--- config.mk ---
export PLATFORM = sky130hd
export DESIGN_NAME = buzzer_tone_divider
export DESIGN_NICKNAME = d
export VERILOG_FILES = /design/src/rtl/buzzer_pkg.sv /design/src/rtl/tick_prescaler.sv /design/src/rtl/buzzer_tone_divider.sv
export SDC_FILE = /design/constraint.sdc
export NUM_CORES = 1
export LEC_CHECK = 0
export ABC_AREA = 1
export ABC_CLOCK_PERIOD_IN_PS = 3300
export CAP_MARGIN = 30
export CELL_PAD_IN_SITES_DETAIL_PLACEMENT = 0
export CELL_PAD_IN_SITES_GLOBAL_PLACEMENT = 1
export CORE_AREA = 2 2 65 67
export DETAILED_ROUTE_END_ITERATION = 8
export DIE_AREA = 0 0 67 69
export PLACE_DENSITY = 0.79
export SETUP_SLACK_MARGIN = 0.5
export SLEW_MARGIN = 20
export SYNTH_ARGS = -nofsm -noshare
export SYNTH_HDL_FRONTEND = slang
export SYNTH_SLANG_ARGS = --single-unit
--- constraint.sdc ---
create_clock -name clk_i -period 3.3 [get_ports clk_i]
set_clock_uncertainty 0.15 [all_clocks]
set_input_delay 0.33 -clock clk_i [delete_from_list [all_inputs] [get_ports clk_i]]
set_output_delay 0.33 -clock clk_i [all_outputs]
set_load 0.02 [all_outputs]
--- src/rtl/buzzer_pkg.sv ---
// Shared defaults and sizing helpers for the buzzer tone generator.
package buzzer_pkg;

  localparam int unsigned CLK_HZ_DEF  = 50_000_000;
  localparam int unsigned TICK_HZ_DEF = 1_000_000;
  localparam int unsigned CNT_W_DEF   = 16;

  function automatic int unsigned prescale_f(input int unsigned clk_hz,
                                             input int unsigned tick_hz);
    return clk_hz / tick_hz;
  endfunction

  // Counter width able to hold 0..n-1, never less than one bit.
  function automatic int unsigned cnt_bits(input int unsigned n);
    return (n <= 1) ? 1 : $clog2(n);
  endfunction

  localparam int unsigned PRESCALE = prescale_f(CLK_HZ_DEF, TICK_HZ_DEF);

  typedef enum logic [1:0] {
    TONE_IDLE,
    TONE_HOLD,
    TONE_COUNT,
    TONE_TOGGLE
  } tone_op_e;

endpackage

--- src/rtl/tick_prescaler.sv ---
// Free-running divider producing a one-cycle tick strobe every DIV clocks.
module tick_prescaler #(
  parameter int unsigned DIV = buzzer_pkg::PRESCALE
) (
  input  logic clk_i,
  input  logic rst_ni,
  output logic tick_o
);

  localparam int unsigned P_W = buzzer_pkg::cnt_bits(DIV);
  localparam logic [P_W-1:0] P_LAST = P_W'(DIV - 1);

  logic [P_W-1:0] p;
  logic [P_W-1:0] p_next;

  always_comb begin
    p_next = p + 1'b1;
    if (p == P_LAST) p_next = '0;
  end

  always_ff @(posedge clk_i) begin
    if (!rst_ni) p <= '0;
    else         p <= p_next;
  end

  // Gated by reset so no strobe escapes while the block is held.
  assign tick_o = (p == P_LAST) && rst_ni;

endmodule

--- src/rtl/buzzer_tone_divider.sv ---
// Programmable square-wave tone core driven by a 1 MHz clock-enable tick.
// Optional complement output enabled by defining BUZZER_COMPLEMENT_EN.
module buzzer_tone_divider
  import buzzer_pkg::*;
#(
  parameter int unsigned CLK_HZ  = CLK_HZ_DEF,
  parameter int unsigned TICK_HZ = TICK_HZ_DEF,
  parameter int unsigned CNT_W   = CNT_W_DEF
) (
  input  logic             clk_i,
  input  logic             rst_ni,
  input  logic             en_i,
  input  logic [CNT_W-1:0] count_i,
  output logic             tick_o,
  output logic             freq_o
`ifdef BUZZER_COMPLEMENT_EN
  ,
  output logic             freq_n_o
`endif
);

  localparam int unsigned DIV = prescale_f(CLK_HZ, TICK_HZ);

  if (DIV < 2) begin : g_bad_prescale
    $error("buzzer_tone_divider: CLK_HZ/TICK_HZ must be at least 2");
  end

  tick_prescaler #(
    .DIV(DIV)
  ) u_tick_prescaler (
    .clk_i (clk_i),
    .rst_ni(rst_ni),
    .tick_o(tick_o)
  );

  tone_op_e         op;
  logic [CNT_W-1:0] c;
  logic [CNT_W-1:0] c_next;
  logic             freq_q;
  logic             freq_next;

  // Compare is >= so a lowered count_i ends the half-period on the next tick
  // instead of wrapping the counter through 2^CNT_W.
  always_comb begin
    op = TONE_HOLD;
    if (!en_i)              op = TONE_IDLE;
    else if (!tick_o)       op = TONE_HOLD;
    else if (c >= count_i)  op = TONE_TOGGLE;
    else                    op = TONE_COUNT;
  end

  always_comb begin
    c_next    = c;
    freq_next = freq_q;
    case (op)
      TONE_IDLE: begin
        c_next    = '0;
        freq_next = 1'b0;
      end
      TONE_COUNT:  c_next = c + 1'b1;
      TONE_TOGGLE: begin
        c_next    = '0;
        freq_next = ~freq_q;
      end
      default: ;
    endcase
  end

  always_ff @(posedge clk_i) begin
    if (!rst_ni) begin
      c      <= '0;
      freq_q <= 1'b0;
    end else begin
      c      <= c_next;
      freq_q <= freq_next;
    end
  end

  assign freq_o = freq_q;

`ifdef BUZZER_COMPLEMENT_EN
  logic freq_n_q;

  // Both piezo legs rest low when idle rather than holding a DC bias.
  always_ff @(posedge clk_i) begin
    if (!rst_ni) freq_n_q <= 1'b0;
    else         freq_n_q <= en_i & ~freq_next;
  end

  assign freq_n_o = freq_n_q;
`endif

endmodule

======== Yosys cells after proc, flatten, opt, wreduce, memory -nomap -nowiden ========
Cells that the tools add are included.
word-level totals
  memories kept ........................... 0
  RAM bits ................................ 0
  logic and storage cells ................. 22
  register bits after elaboration ......... 23
  output and inout bits ................... 2
  bits of input ports ..................... 19
  ROM bits ................................ 0
  bits in latches ......................... 0
operators by class
  bitwise logic cells ..................... 2
  multiplexer cells ....................... 5
  shift-type cells ........................ 0
  multiply operators ...................... 0
  add/subtract/negate cells ............... 2
  reductions and logical operators ........ 6
  order comparisons ....................... 1
  divide/modulo/power cells ............... 0
  equal/unequal tests ..................... 3
operators by type and width
  operator               count
  $pmux 16 s2            1
  $add 16x1->16 const B  1
  $ge 16x16->1           1
  $add 6x1->6 const B    1
  $eq 6x6->1 const B     1
  $eq 2x2->1 const B     2
  $mux 2                 2
  $reduce_bool 2->1      2
  $reduce_or 2->1        2
  $logic_not 2->1        1
  $not 1->1              2
  $pmux 1 s2             1
  $logic_and 1x1->1      1
  $mux 1                 1

======== Depth between registers and ports, before layout ========
Gate-level depths: netlist (run 1).
  depth in word-level cells ............... 7
  gate-level depth with buffers ........... 19
  gate-level depth less buffers ........... 19

======== Hierarchy ========
Synthesis (run 1) repeated with hierarchy kept, for this count alone.
second synthesis, totals
  cells, all modules ...................... 233
  area total of the unflattened synthesis .. 1586.5 um^2
by module, submodules not included
  module               seq. area each (um^2)  cells an instance  area an instance (um^2)  instances
  buzzer_tone_divider  340.3                  199                1311.3                   1
  tick_prescaler       120.1                  34                 275.3                    1

======== Least setup slack after synthesis (run 1) ========
No wires, ideal clock.
  path kind ............................... register to register
  start point ............................. register u_tick_prescaler.p[0]
  end point ............................... register c[12]
  cell stages (with the launch flop) ...... 14
  data arrival time ....................... 2165 ps
  setup slack ............................. 870 ps
  buffers on the path ..................... 0
  setup time .............................. 115 ps
  cells stage by stage .................... dfxtp_1 > ha_1 > nand4_1 > nor2_1 > nand2_1 > nor2_1 > a21oi_1 > ha_1 > nor2_1 > nand2_2 > nor2_2 > nand4_1 > nand2_1 > nor2_1
on the way
  longest elaborated chain between the ends .. 7
  elaborated cells between the ends (all ways) .. 10
  those cells by class .................... 3 x eq/ne; 3 x mux; 4 x reduce/logical
ends and longest elaborated chain
  element                                           line                       RTL
  start: declaration                                tick_prescaler.sv:13       logic [P_W-1:0] p;
  start signal: assignment                          tick_prescaler.sv:23       else p <= p_next;
  $eq 6x6->1 *                                      tick_prescaler.sv:27       assign tick_o = (p == P_LAST) && rst_ni;
  $logic_and 1x1->1 *                               tick_prescaler.sv:27
  net tick_o                                        buzzer_tone_divider.sv:14  output logic tick_o,
  $mux 2 *                                          buzzer_tone_divider.sv:47  else if (!tick_o) op = TONE_HOLD;
  $mux 2 *                                          buzzer_tone_divider.sv:46  if (!en_i) op = TONE_IDLE;
  $eq 2x2->1 or $logic_not 2->1 (tied branches)     buzzer_tone_divider.sv:55  case (op)
  $reduce_or 2->1 (no line)                         --
  $pmux 16 s2 or $reduce_bool 2->1 (tied branches)  --
  end signal: assignment                            buzzer_tone_divider.sv:74  c <= c_next;
  end: declaration                                  buzzer_tone_divider.sv:37  logic [CNT_W-1:0] c;
Mark *: on every way through the listed nets, which the timed path passes. The rest lies on a longest branch.
A chain may end at the register's enable or synchronous reset.

======== Final worst setup path (run 1) ========
  start point ............................. input count_i[15]
  end point ............................... register c[11]
on the way
  longest elaborated chain between the ends .. 7
  elaborated cells between the ends (all ways) .. 10
  those cells by class .................... 1 x order compare; 2 x eq/ne; 4 x mux; 3 x reduce/logical
ends and longest elaborated chain
  element                                           line                       RTL
  start: declaration                                buzzer_tone_divider.sv:13  input logic [CNT_W-1:0] count_i,
  $ge 16x16->1 *                                    buzzer_tone_divider.sv:48  else if (c >= count_i) op = TONE_TOGGLE;
  $mux 1 *                                          buzzer_tone_divider.sv:48
  $mux 2 *                                          buzzer_tone_divider.sv:47
  $mux 2 *                                          buzzer_tone_divider.sv:46
  $eq 2x2->1 or $logic_not 2->1 (tied branches)     buzzer_tone_divider.sv:55
  $reduce_or 2->1 (no line)                         --
  $pmux 16 s2 or $reduce_bool 2->1 (tied branches)  --
Mark *: on every way between the ends. The rest lies on a longest branch, timed or not.

==> results of run 1 <==
-- cell usage after synthesis (all sizes together), types with 2 or more instances --
master and n:
nor3 6, o21ai 6, a21oi 19, a31oi 2, ha 21, nand2 57, nand4 4, inv 45
dfxtp 23, nand3 6, nor2 32
-- routing by layer --
metal | wire length [µm] | part of all wire [%] | vias to the layer above | global-route usage, %
li1 | - | - | 773 | -
met1 | 1520 | 52 | 601 | 19.5
met2 | 1270 | 43 | 19 | 20.9
met3 | 104 | 3.6 | 4 | 1.96
met4 | 29 | 0.99 | 0 | 3.40
met5 | 0 | 0 | - | 0
-- how the worst max path moves through the flow --
stage	slack (ns)	to	cells after the start	from
final	0.73	c[11]	16	count_i[15]
after global routing	0.50	c[4]	17	count_i[3]
after CTS	0.50	c[12]	16	count_i[15]
after detailed placement	0.1	c[10]	16	count_i[15]
after global placement	0.13	c[2]	14	count_i[15]
after floorplan	0.87	c[12]	13	u_tick_prescaler.p[0]
-- sequential cells by signal (all words and copies together), names as in the netlist --
register,cells
freq_o,1
u_tick_prescaler.p,6
c,16
-- layout by cell type, fill, tap and decap left out, drive strengths merged --
master and n:
o21ai 6, clkdlybuf4s50 20, ha 21, o21a 1
nor3 6, clkbuf 4, nor2 32, nand3 6
a211oi 1, nand2 57, nand4 4, a21oi 19
a31oi 2, buf 4, dfxtp 23, xor2 1
o21bai 1, nor3b 1, inv 45
-- cells by family (layout without fill, tap and decap cells) --
| kind of cell | Yosys count | in the layout | share of synthesized area, % |
|---|---|---|---|
| buf+inv | 46 | 73 | 11.7 |
| fa+ha+maj | 21 | 21 | 17.1 |
| flops | 23 | 23 | 29.9 |
| compound gates | 30 | 30 | 11.6 |
| simple gates | 106 | 106 | 29.2 |
| xor+xnor | 1 | 1 | 0.569 |
-- tightest hold or removal path, cell delays in order, from the launching register on --
cell and delay, ns:
dfxtp_1 0.33, inv_1 0.05, a21oi_1 0.05
-- repair_timing --
item                       4_1_cts  5_1_grt
setup buffers                    3        1
pin swaps                        1        3
gates resized for setup          0        5
setup endpoints to repair        8       16
-- final cells by class --
class                      instances  area (µm²)
clock buffer                       4        45.0
fill                             434        2020
inverter                          45         169
multi-input combinational        158         923
sequential                        23         460
tap                               50        62.6
timing repair buffer              24         230
-- through the flow --
| stage | total power, mW | util (%) | setup WS [ns] |
|---|---|---|---|
| 3_5_place_dp | 0.362 | 45.8 | 0.0967 |
| 4_1_cts | 0.544 | 47.5 | 0.497 |
| 5_1_grt | 0.566 | 48.3 | 0.503 |
| 6_report | 0.536 | 48.3 | 0.730 |
| 3_3_place_gp | 0.361 | 45.8 | 0.133 |
| 2_1_floorplan | 0.333 | - | 0.870 |
-- where the power goes --
part           total (mW)  switching, mW  leakage (nW)  internal [mW]
Sequential          0.287        0.00533         0.186          0.282
Combinational      0.0740         0.0328         0.681         0.0412
Clock               0.174         0.0881        0.0228         0.0862
==> run metrics, run 1 <==
VDD IR max between 0.2 and 0.25 mV; WHS Endpoint c[7]; YS warnings 0; Syn Area/Cell between 6 and 7 µm²; Crit Path Max Fanout 7; share of layout cells above drive strength 1 under 10%; Die Width about 67 µm; GRT Util Overall 13.5%; Die Y slightly below 70 µm; Clock Path Buffers 2; largest net degree at the start of global routing 13; nets@finish a little under 300; LEAKAGE ~0.89 nW; crit path DAT between 2 and 3 ns; Area growth, synth to finish 22.7%; share of the synthesized area in the top cell type 29.9%; Clock Pin Slew Worst Setup and Hold Paths roughly 0.08 ns; placed cell area 1790 µm²; Crit path top cell by count nand2_1; crit end category register; RR Endpoint c[11]; synthesized area between 1500 and 2000 µm²; vias in the first global route ~1,300; sequential element share of the synthesized area around 30%; r2r setup slk just over 0.9 ns; Hold WC Path Type reg2reg; Critical path buffers and inverters 3; Routed WL per cell ~9.6 µm; Rows 23; cell chain of the critical path clkdlybuf4s50_1 > inv_1 > ha_1 > nand2_1 > inv_1 > a21oi_1 > nand2_1 > nor2_1 > a21oi_2 > ha_4 > nor2_2 > nand2_2 > nor2_2 > nand2_1 > o21ai_1 > nor2_1; number of flops mapped to enable cells by yosys 0; antenna diode count 0; final setup TNS 0 ns; Num CTS Buffers 3; post-synth top area cell dfxtp_1; Final Routed Wirelength approximately 2900 µm; Root Driver clkbuf_8; Least-Margin Pin Slew approximately 0.26 ns; worst path required time 3.31 ns; global-route wire length before repair 5090 µm; R2R depth 14; Final Cycle Share about 78%; Startpoint Class input port; Syn Inst Count about 230; routed vias/inst ~4.6; unrepaired setup endpoints after global routing no; cell area power density between 200 and 300 nW/µm²; hold depth 2; die area 4620 µm²; area of the core around 3900 µm²; WHS 0.325 ns; final non-filler cell area roughly 1900 µm²; number of remaining DRC errors 0; Detailed Place HPWL 2360 µm; Netlist cell types 26; crit path kind in2reg; cts hold-fix bufs 0; Post-synth ARST share 0%; I/O pin count 21; Port-buffer cells 20; leading register cell type out of synthesis dfxtp_1; # setup viols final 0; syn nets around 270; CTS tree built; max-cap violations 0; antenna violations before repair 0; Final Max Slew Viols 0; Seq cells post-synth 23; Vias around 1,400; maximum clock rate 389 MHz; status completed; # H-tree levels 1; delay-heaviest family, CP simple AND/OR/NAND/NOR gates; Initial DRC Count 37; post-route ant nets 0; reg2reg start c[15]; GRT overflow 0; placed cells between 200 and 300; hold_sp c[7]; final hold violations 0; drt first pass iters 4; GP Congestion between 0.8 and 0.9; Initial Utilization roughly two fifths; final std cells w/o fill 304; worst skew pair latency approximately 0.26 ns; Worst slew margin between 80 and 90%; top area cells in the synthesized netlist dfxtp_1 (30%), ha_1 (17%), nand2_1 (13%), inv_1 (10%), nor2_1 (7.1%); # clock sinks 23; Slowest-stage cell, CP clkdlybuf4s50_1; critical path's largest stage delay between 0.4 and 0.5 ns; crit path time final 2.57 ns
Power figures use the tool's default switching activity.
==> inputs of run 2 (changes only) <==
ABC_CLOCK_PERIOD_IN_PS = 2100   (was 3300)
CORE_AREA = 2 2 70 72   (was 2 2 65 67)
DIE_AREA = 0 0 72 74   (was 0 0 67 69)
PLACE_DENSITY = 0.72   (was 0.79)
clock period = 2.1 ns   (was 3.3 ns; I/O delays follow)
==> run metrics, run 2 (same netlist as run 1, synthesis figures left out) <==
status complete, but fails checks (was completed); failing checks setup timing; antenna diode count 0 (unchanged); vias in the first global route 1,459 (was 1,255); largest net degree at the start of global routing 14 (was 13); max-cap violations 0 (unchanged); Area growth, synth to finish 62.8% (was 22.7%); delay-heaviest family, CP buffers and inverters (was simple AND/OR/NAND/NOR gates); antenna violations before repair 0 (unchanged); Die Width 72 µm (was 67 µm); worst path required time 2.16 ns (was 3.31 ns); final hold violations 0 (unchanged); GRT overflow 0 (unchanged); Clock Path Buffers 2 (unchanged); # clock sinks 23 (unchanged); crit path kind in2reg (unchanged); most common cell after layout, fill and taps aside nand2_1 (unchanged); maximum clock rate roughly 430 MHz; Critical path buffers and inverters 5 (was 3); Hold WC Path Type reg2reg (unchanged); fillcell total 438 (was 434); Startpoint Class input port (unchanged); unrepaired setup endpoints after global routing yes (was no); Routed WL per cell 10.2 µm (was 9.62 µm); sequential share of power 49.0% (was 53.6%); worst skew pair latency 0.27 ns (was 0.26 ns); Vias 1,536 (was 1,397); Initial DRC Count 47 (was 37); share of layout cells above drive strength 1 42.6% (was 8.66%); crit path DAT 2.36 ns (was 2.58 ns); VDD IR max 0.388 mV (was 0.224 mV); sw power 0.240 mW (was 0.126 mW); crit path time final around 2.3 ns; critical path's largest stage delay 0.45 ns (about the same); r2r setup slk -0.17 ns (was 0.93 ns); Rows 25 (was 23); commonest non-fill, non-tap cells in the layout nand2_1 (47), inv_1 (34), buf_4 (33), nor2_1 (20), dfxtp_1 (14) (was nand2_1 (55), inv_1 (43), nor2_1 (28), dfxtp_1 (23)); crit end category register (unchanged); I/O pin count 21 (unchanged); Final Routed Wirelength 3500 µm (was 2920 µm); Power Total 0.918 mW (was 0.536 mW); max reg flops 16 (unchanged); nets@finish 332 (was 295); Least-Margin Pin Slew 0.283 ns (was 0.261 ns); Detailed Place HPWL 2650 µm (was 2360 µm); global-route wire length before repair 6100 µm (was 5090 µm); Crit Path Max Fanout 4 (was 7); combinational share of power 19.8% (was 13.8%); Clock Pin Slew Worst Setup and Hold Paths 0.09 ns (was 0.08 ns); final non-filler cell area 2510 µm² (was 1890 µm²); Internal 0.678 mW (was 0.409 mW); # H-tree levels 1 (unchanged); Worst slew margin 81.1% (was 82.5%); Root Driver clkbuf_8 (unchanged); Num CTS Buffers 3 (unchanged); LEAKAGE 1.15 nW (was 0.890 nW); placed cell area 2120 µm² (was 1790 µm²); Slowest-stage cell, CP clkdlybuf4s50_1 (unchanged); GRT Util Overall 14.6% (was 13.5%); CTS tree built (unchanged); # setup viols final 17 (was 0); cell area power density 366 nW/µm² (was 283 nW/µm²); GP Congestion 0.807 (was 0.810); Initial Utilization 33.5% (was 39.4%); die area 5330 µm² (was 4620 µm²); Port-buffer cells 20 (unchanged); Biggest register c (unchanged); Clk network pwr share 31.2% (was 32.5%); Final Worst Setup Slack -0.205 ns (was 0.730 ns); area of the core 4600 µm² (was 3910 µm²); Final Max Slew Viols 0 (unchanged); switching share of total power 26.1% (was 23.6%); placed cells 334 (was 296); Die Y 74 µm (was 69 µm); drt first pass iters 4 (unchanged); Final Cycle Share 110%; number of remaining DRC errors 0 (unchanged); final std cells w/o fill 345 (was 304); WHS 0.373 ns (was 0.325 ns); final setup TNS -2.37 ns (was 0 ns); post-route ant nets 0 (unchanged); routed vias/inst 4.45 (was 4.60); cell chain of the critical path clkdlybuf4s50_1 > inv_1 > ha_4 > nand2_2 > o21a_1 > nand2_1 > nand2_1 > a21oi_2 > ha_4 > inv_4 > a21oi_4 > buf_6 > buf_6 > o21ai_2 > a21oi_1 (was clkdlybuf4s50_1 > inv_1 > ha_1 > nand2_1 > inv_1 > a21oi_1 > nand2_1 > nor2_1 > a21oi_2 > ha_4 > nor2_2 > nand2_2 > nor2_2 > nand2_1 > o21ai_1 > nor2_1)
==> run 2: cell types whose count changed in the layout (fill, tap and decap cells not counted), moves of 8 or more <==
cell / delta
nor2_1: -8
dfxtp_2: +9
clkdlybuf4s50_1: -10
inv_1: -9
dlygate4sd2_1: +8
inv_2: +8
a21oi_2: +8
a21oi_1: -9
ha_4: +11
buf_6: +9
ha_1: -11
buf_4: +29
dfxtp_1: -9
nand2_1: -8
==> run 2: final timing paths <==
path	endpoint	cells after the start	start
worst max-delay path	c[5]	15	count_i[7]
worst min-delay path	c[15]	2	c[15]
worst max register to register	c[5]	17	c[0]
worst min register to register	c[15]	2	c[15]
==> run 2: layout make-up <==
class / count / area [µm²] / area share (%)
Clock buffer: 3 / 41.3 / 1.65
Clock inverter: 1 / 5.00 / 0.200
Inverter: 45 / 171 / 6.84
Multi-Input combinational cell: 158 / 1220 / 48.6
Sequential cell: 23 / 472 / 18.8
Tap cell: 54 / 67.6 / 2.69
Timing Repair Buffer: 61 / 532 / 21.2
==> run 2: what timing repair did <==
item / 4_1_cts / 5_1_grt
gates resized for setup: 49 / 36
hold buffers: 0 / 0
setup endpoints to repair: 19 / 18
gates cloned: 0 / 0
pin swaps: 32 / 34
buffers inserted: 5 / 2
hold endpoints to repair: 0 / 0
==> run 2: tightest hold or removal path, cell delays in order (launching register included) <==
cell and delay [ns]:
dfxtp_2 0.35, nor2_1 0.10, nor2_1 0.05
==> run 2: power by group through the flow <==
stage / clock, mW / sequential [mW] / combinational (mW)
2_1_floorplan: 0 / 0.461 / 0.0699
3_3_place_gp: 0 / 0.458 / 0.143
3_5_place_dp: 0 / 0.458 / 0.144
4_1_cts: 0.298 / 0.449 / 0.168
5_1_grt: 0.313 / 0.451 / 0.204
6_report: 0.286 / 0.450 / 0.182
==> run 2: metal layers <==
metal,global-route usage [%],part of all wire [%],vias up
met3,2.98,3.4,5
met5,0,0,-
li1,-,-,844
met2,25.9,48,23
met1,17.0,48,664
met4,6.29,1.5,0
==> run 2: through the flow <==
stage,utilization (%),setup WS (ns)
detailed placement,46.1,-0.649
global placement,46.1,-0.635
global route,54.5,-0.315
finish,54.5,-0.205
floorplan,-,-0.00442
CTS,51.2,-0.226
==> inputs of run 3 (changes only) <==
CORE_AREA = 2 2 71 73   (was 2 2 70 72)
DIE_AREA = 0 0 73 75   (was 0 0 72 74)
SYNTH_HIERARCHICAL = 1   (was unset)
==> run metrics, run 3 <==
Syn Area/Cell 6.81 µm² (was 6.79 µm²); Netlist cell types 25 (was 26); Syn Inst Count 233 (was 227); most common cell after layout, fill and taps aside buf_4 (was nand2_1); cell chain of the critical path clkdlybuf4s50_1 > inv_2 > ha_4 > nand2_2 > o21a_1 > nand2_2 > nand2_2 > a21oi_4 > ha_4 > a21oi_4 > inv_2 > buf_4 > nor3_2 (was clkdlybuf4s50_1 > inv_1 > ha_4 > nand2_2 > o21a_1 > nand2_1 > nand2_1 > a21oi_2 > ha_4 > inv_4 > a21oi_4 > buf_6 > buf_6 > o21ai_2 > a21oi_1); status complete, but fails checks (unchanged); Worst slew margin 81.7% (was 81.1%); Final Cycle Share 112% (was 110%); sequential element share of the synthesized area 29.0% (was 29.9%); largest net degree at the start of global routing 13 (was 14); Routed WL per cell 11.2 µm (was 10.2 µm); final setup TNS -3.23 ns (was -2.37 ns); most numerous cell in the Yosys netlist inv_1 (was nand2_1); vias in the first global route 1,561 (was 1,459); final non-filler cell area 2610 µm² (was 2510 µm²); antenna violations before repair 0 (unchanged); GRT Util Overall 14.8% (was 14.6%); share of layout cells above drive strength 1 45.5% (was 42.6%); Crit path top cell by count nand2_2; final std cells w/o fill 353 (was 345); Final Worst Setup Slack -0.246 ns (was -0.205 ns); Rows 25 (unchanged); GP Congestion 0.790 (was 0.807); Internal 0.691 mW (was 0.678 mW); placed cells 341 (was 334); worst skew pair latency 0.27 ns (about the same); Post-synth ARST share 0% (unchanged); share of the synthesized area in the top cell type 29.0% (was 29.9%); final hold violations 0 (unchanged); Biggest register c (unchanged); Num CTS Buffers 3 (unchanged); top post-synthesis cells by count inv_1 (48), nand2_1 (47), nor2_1 (33) (was nand2_1 (55), inv_1 (43), nor2_1 (29)); VDD IR max 0.284 mV (was 0.388 mV); post-route ant nets 0 (unchanged); routed vias/inst 4.64 (was 4.45); post-synth top area cell dfxtp_1 (unchanged); Root Driver clkbuf_8 (unchanged); Detailed Place HPWL 2870 µm (was 2650 µm); crit end category register (unchanged); WHS 0.367 ns (was 0.373 ns); # H-tree levels 1 (unchanged); Die Width 73 µm (was 72 µm); Crit Path Max Fanout 4 (unchanged); number of flops mapped to enable cells by yosys 0 (unchanged); Vias 1,638 (was 1,536); max-cap violations 0 (unchanged); YS warnings 6 (was 0); Area growth, synth to finish 64.4% (was 62.8%); worst path required time 2.14 ns (was 2.16 ns); nets@finish 340 (was 332); # clock sinks 23 (unchanged); die area 5480 µm² (was 5330 µm²); # setup viols final 17 (unchanged); Initial Utilization 34.0% (was 33.5%); Initial DRC Count 74 (was 47); placed cell area 2160 µm² (was 2120 µm²); global-route wire length before repair 6400 µm (was 6100 µm); cell area power density 362 nW/µm² (was 366 nW/µm²); top area cells in the synthesized netlist dfxtp_1 (29%), ha_1 (17%), inv_1 (11%), nand2_1 (11%), nor2_1 (7.8%) (was dfxtp_1 (30%), ha_1 (17%), nand2_1 (13%), inv_1 (10%), nor2_1 (7.1%)); Clock Pin Slew Worst Setup and Hold Paths 0.08 ns (was 0.09 ns); sequential share of power 47.5% (was 49.0%); Critical path buffers and inverters 4 (was 5); failing checks setup timing (unchanged); area of the core 4660 µm² (was 4600 µm²); Seq cells post-synth 23 (unchanged); antenna diode count 0 (unchanged); Final Max Slew Viols 0 (unchanged); number of remaining DRC errors 0 (unchanged); Slowest-stage cell, CP clkdlybuf4s50_1 (unchanged); CTS tree built (unchanged); switching share of total power 26.8% (was 26.1%); crit path kind in2reg (unchanged); drt first pass iters 4 (unchanged); delay-heaviest family, CP buffers and inverters (unchanged); LEAKAGE 1.22 nW (was 1.15 nW); sw power 0.253 mW (was 0.240 mW); max reg flops 16 (unchanged); Port-buffer cells 20 (unchanged); critical path's largest stage delay 0.48 ns (was 0.45 ns); Startpoint Class input port (unchanged); Final Routed Wirelength 3940 µm (was 3500 µm); Clock Path Buffers 2 (unchanged); Die Y 75 µm (was 74 µm); Clk network pwr share 30.6% (was 31.2%); Least-Margin Pin Slew 0.273 ns (was 0.283 ns); Hold WC Path Type reg2reg (unchanged); leading register cell type out of synthesis dfxtp_1 (unchanged); GRT overflow 0 (unchanged); commonest non-fill, non-tap cells in the layout buf_4 (39), inv_1 (37), nand2_1 (30), nor2_1 (21) (was nand2_1 (47), inv_1 (34), buf_4 (33), nor2_1 (20), dfxtp_1 (14)); syn nets 273 (was 267); crit path time final 2.35 ns (was 2.31 ns); maximum clock rate 426 MHz (was 434 MHz); I/O pin count 21 (unchanged); unrepaired setup endpoints after global routing yes (unchanged); Power Total 0.944 mW (was 0.918 mW); combinational share of power 21.9% (was 19.8%); crit path DAT 2.39 ns (was 2.36 ns); synthesized area 1590 µm² (was 1540 µm²)
-- run 3: cell types whose count changed after synthesis, sizes merged, moves of 2 or more --
cell | before | now
nand2 | 57 | 49
inv | 45 | 49
o21ai | 6 | 10
nor2 | 32 | 35
a21oi | 19 | 17
a31oi | 2 | 0
nand3 | 6 | 8
nand4 | 4 | 6
nor3 | 6 | 4
o21bai | 1 | 3
-- run 3: worst paths after layout --
kind         startpoint  endpoint  slack [ns]  cells past startpoint
max          count_i[6]      c[2]       -0.25                     13
min               c[15]     c[15]        0.37                      2
max reg2reg        c[0]      c[2]       -0.21                     15
min reg2reg       c[15]     c[15]        0.37                      2
-- run 3: layout make-up --
class	instances	area [µm²]
fill	461	2050
multi-input combinational	160	1290
timing repair buffer	63	548
sequential	23	470
inverter	49	186
tap	54	67.6
clock buffer	4	45.0
-- run 3: power by group through the flow --
stage	clock, mW	combinational (mW)	sequential [mW]
floorplan	0	0.0755	0.460
global placement	0	0.152	0.458
detailed placement	0	0.152	0.458
CTS	0.306	0.166	0.448
global route	0.312	0.229	0.449
finish	0.289	0.207	0.448
-- run 3: worst min-delay path, cell delays in order (launching register included) --
cell and delay [ns]:
dfxtp_1 0.33, nor2_1 0.10, nor2_1 0.05
-- run 3: routing by layer --
| layer | up-vias | track usage, % | routed length [µm] |
|---|---|---|---|
| li1 | 871 | - | - |
| met1 | 739 | 17.8 | 1780 |
| met2 | 22 | 27.5 | 2010 |
| met3 | 6 | 2.41 | 91 |
| met4 | 0 | 3.09 | 57 |
| met5 | - | 0 | 0 |
-- run 3: what timing repair did --
item | 4_1_cts | 5_1_grt
pin swaps | 21 | 43
gates resized for setup | 31 | 65
buffers inserted | 1 | 7
hold buffers | 0 | 0
setup endpoints to repair | 19 | 18
-- run 3: cells by family after synthesis --
kind of cell,synth area share [%]
AO/OA/AOI/OAI,13.5
flip-flops,29.0
adder cells (fa/ha/maj),16.6
buffers and inverters,12.3
XOR/XNOR,1.66
AND/OR/NAND/NOR,27.0
-- run 3: through the flow --
step | utilization [%] | setup slack [ns]
6_report | 55.9 | -0.246
5_1_grt | 55.9 | -0.395
4_1_cts | 49.4 | -0.269
3_5_place_dp | 46.4 | -0.636
3_3_place_gp | 46.4 | -0.642
2_1_floorplan | - | -0.162
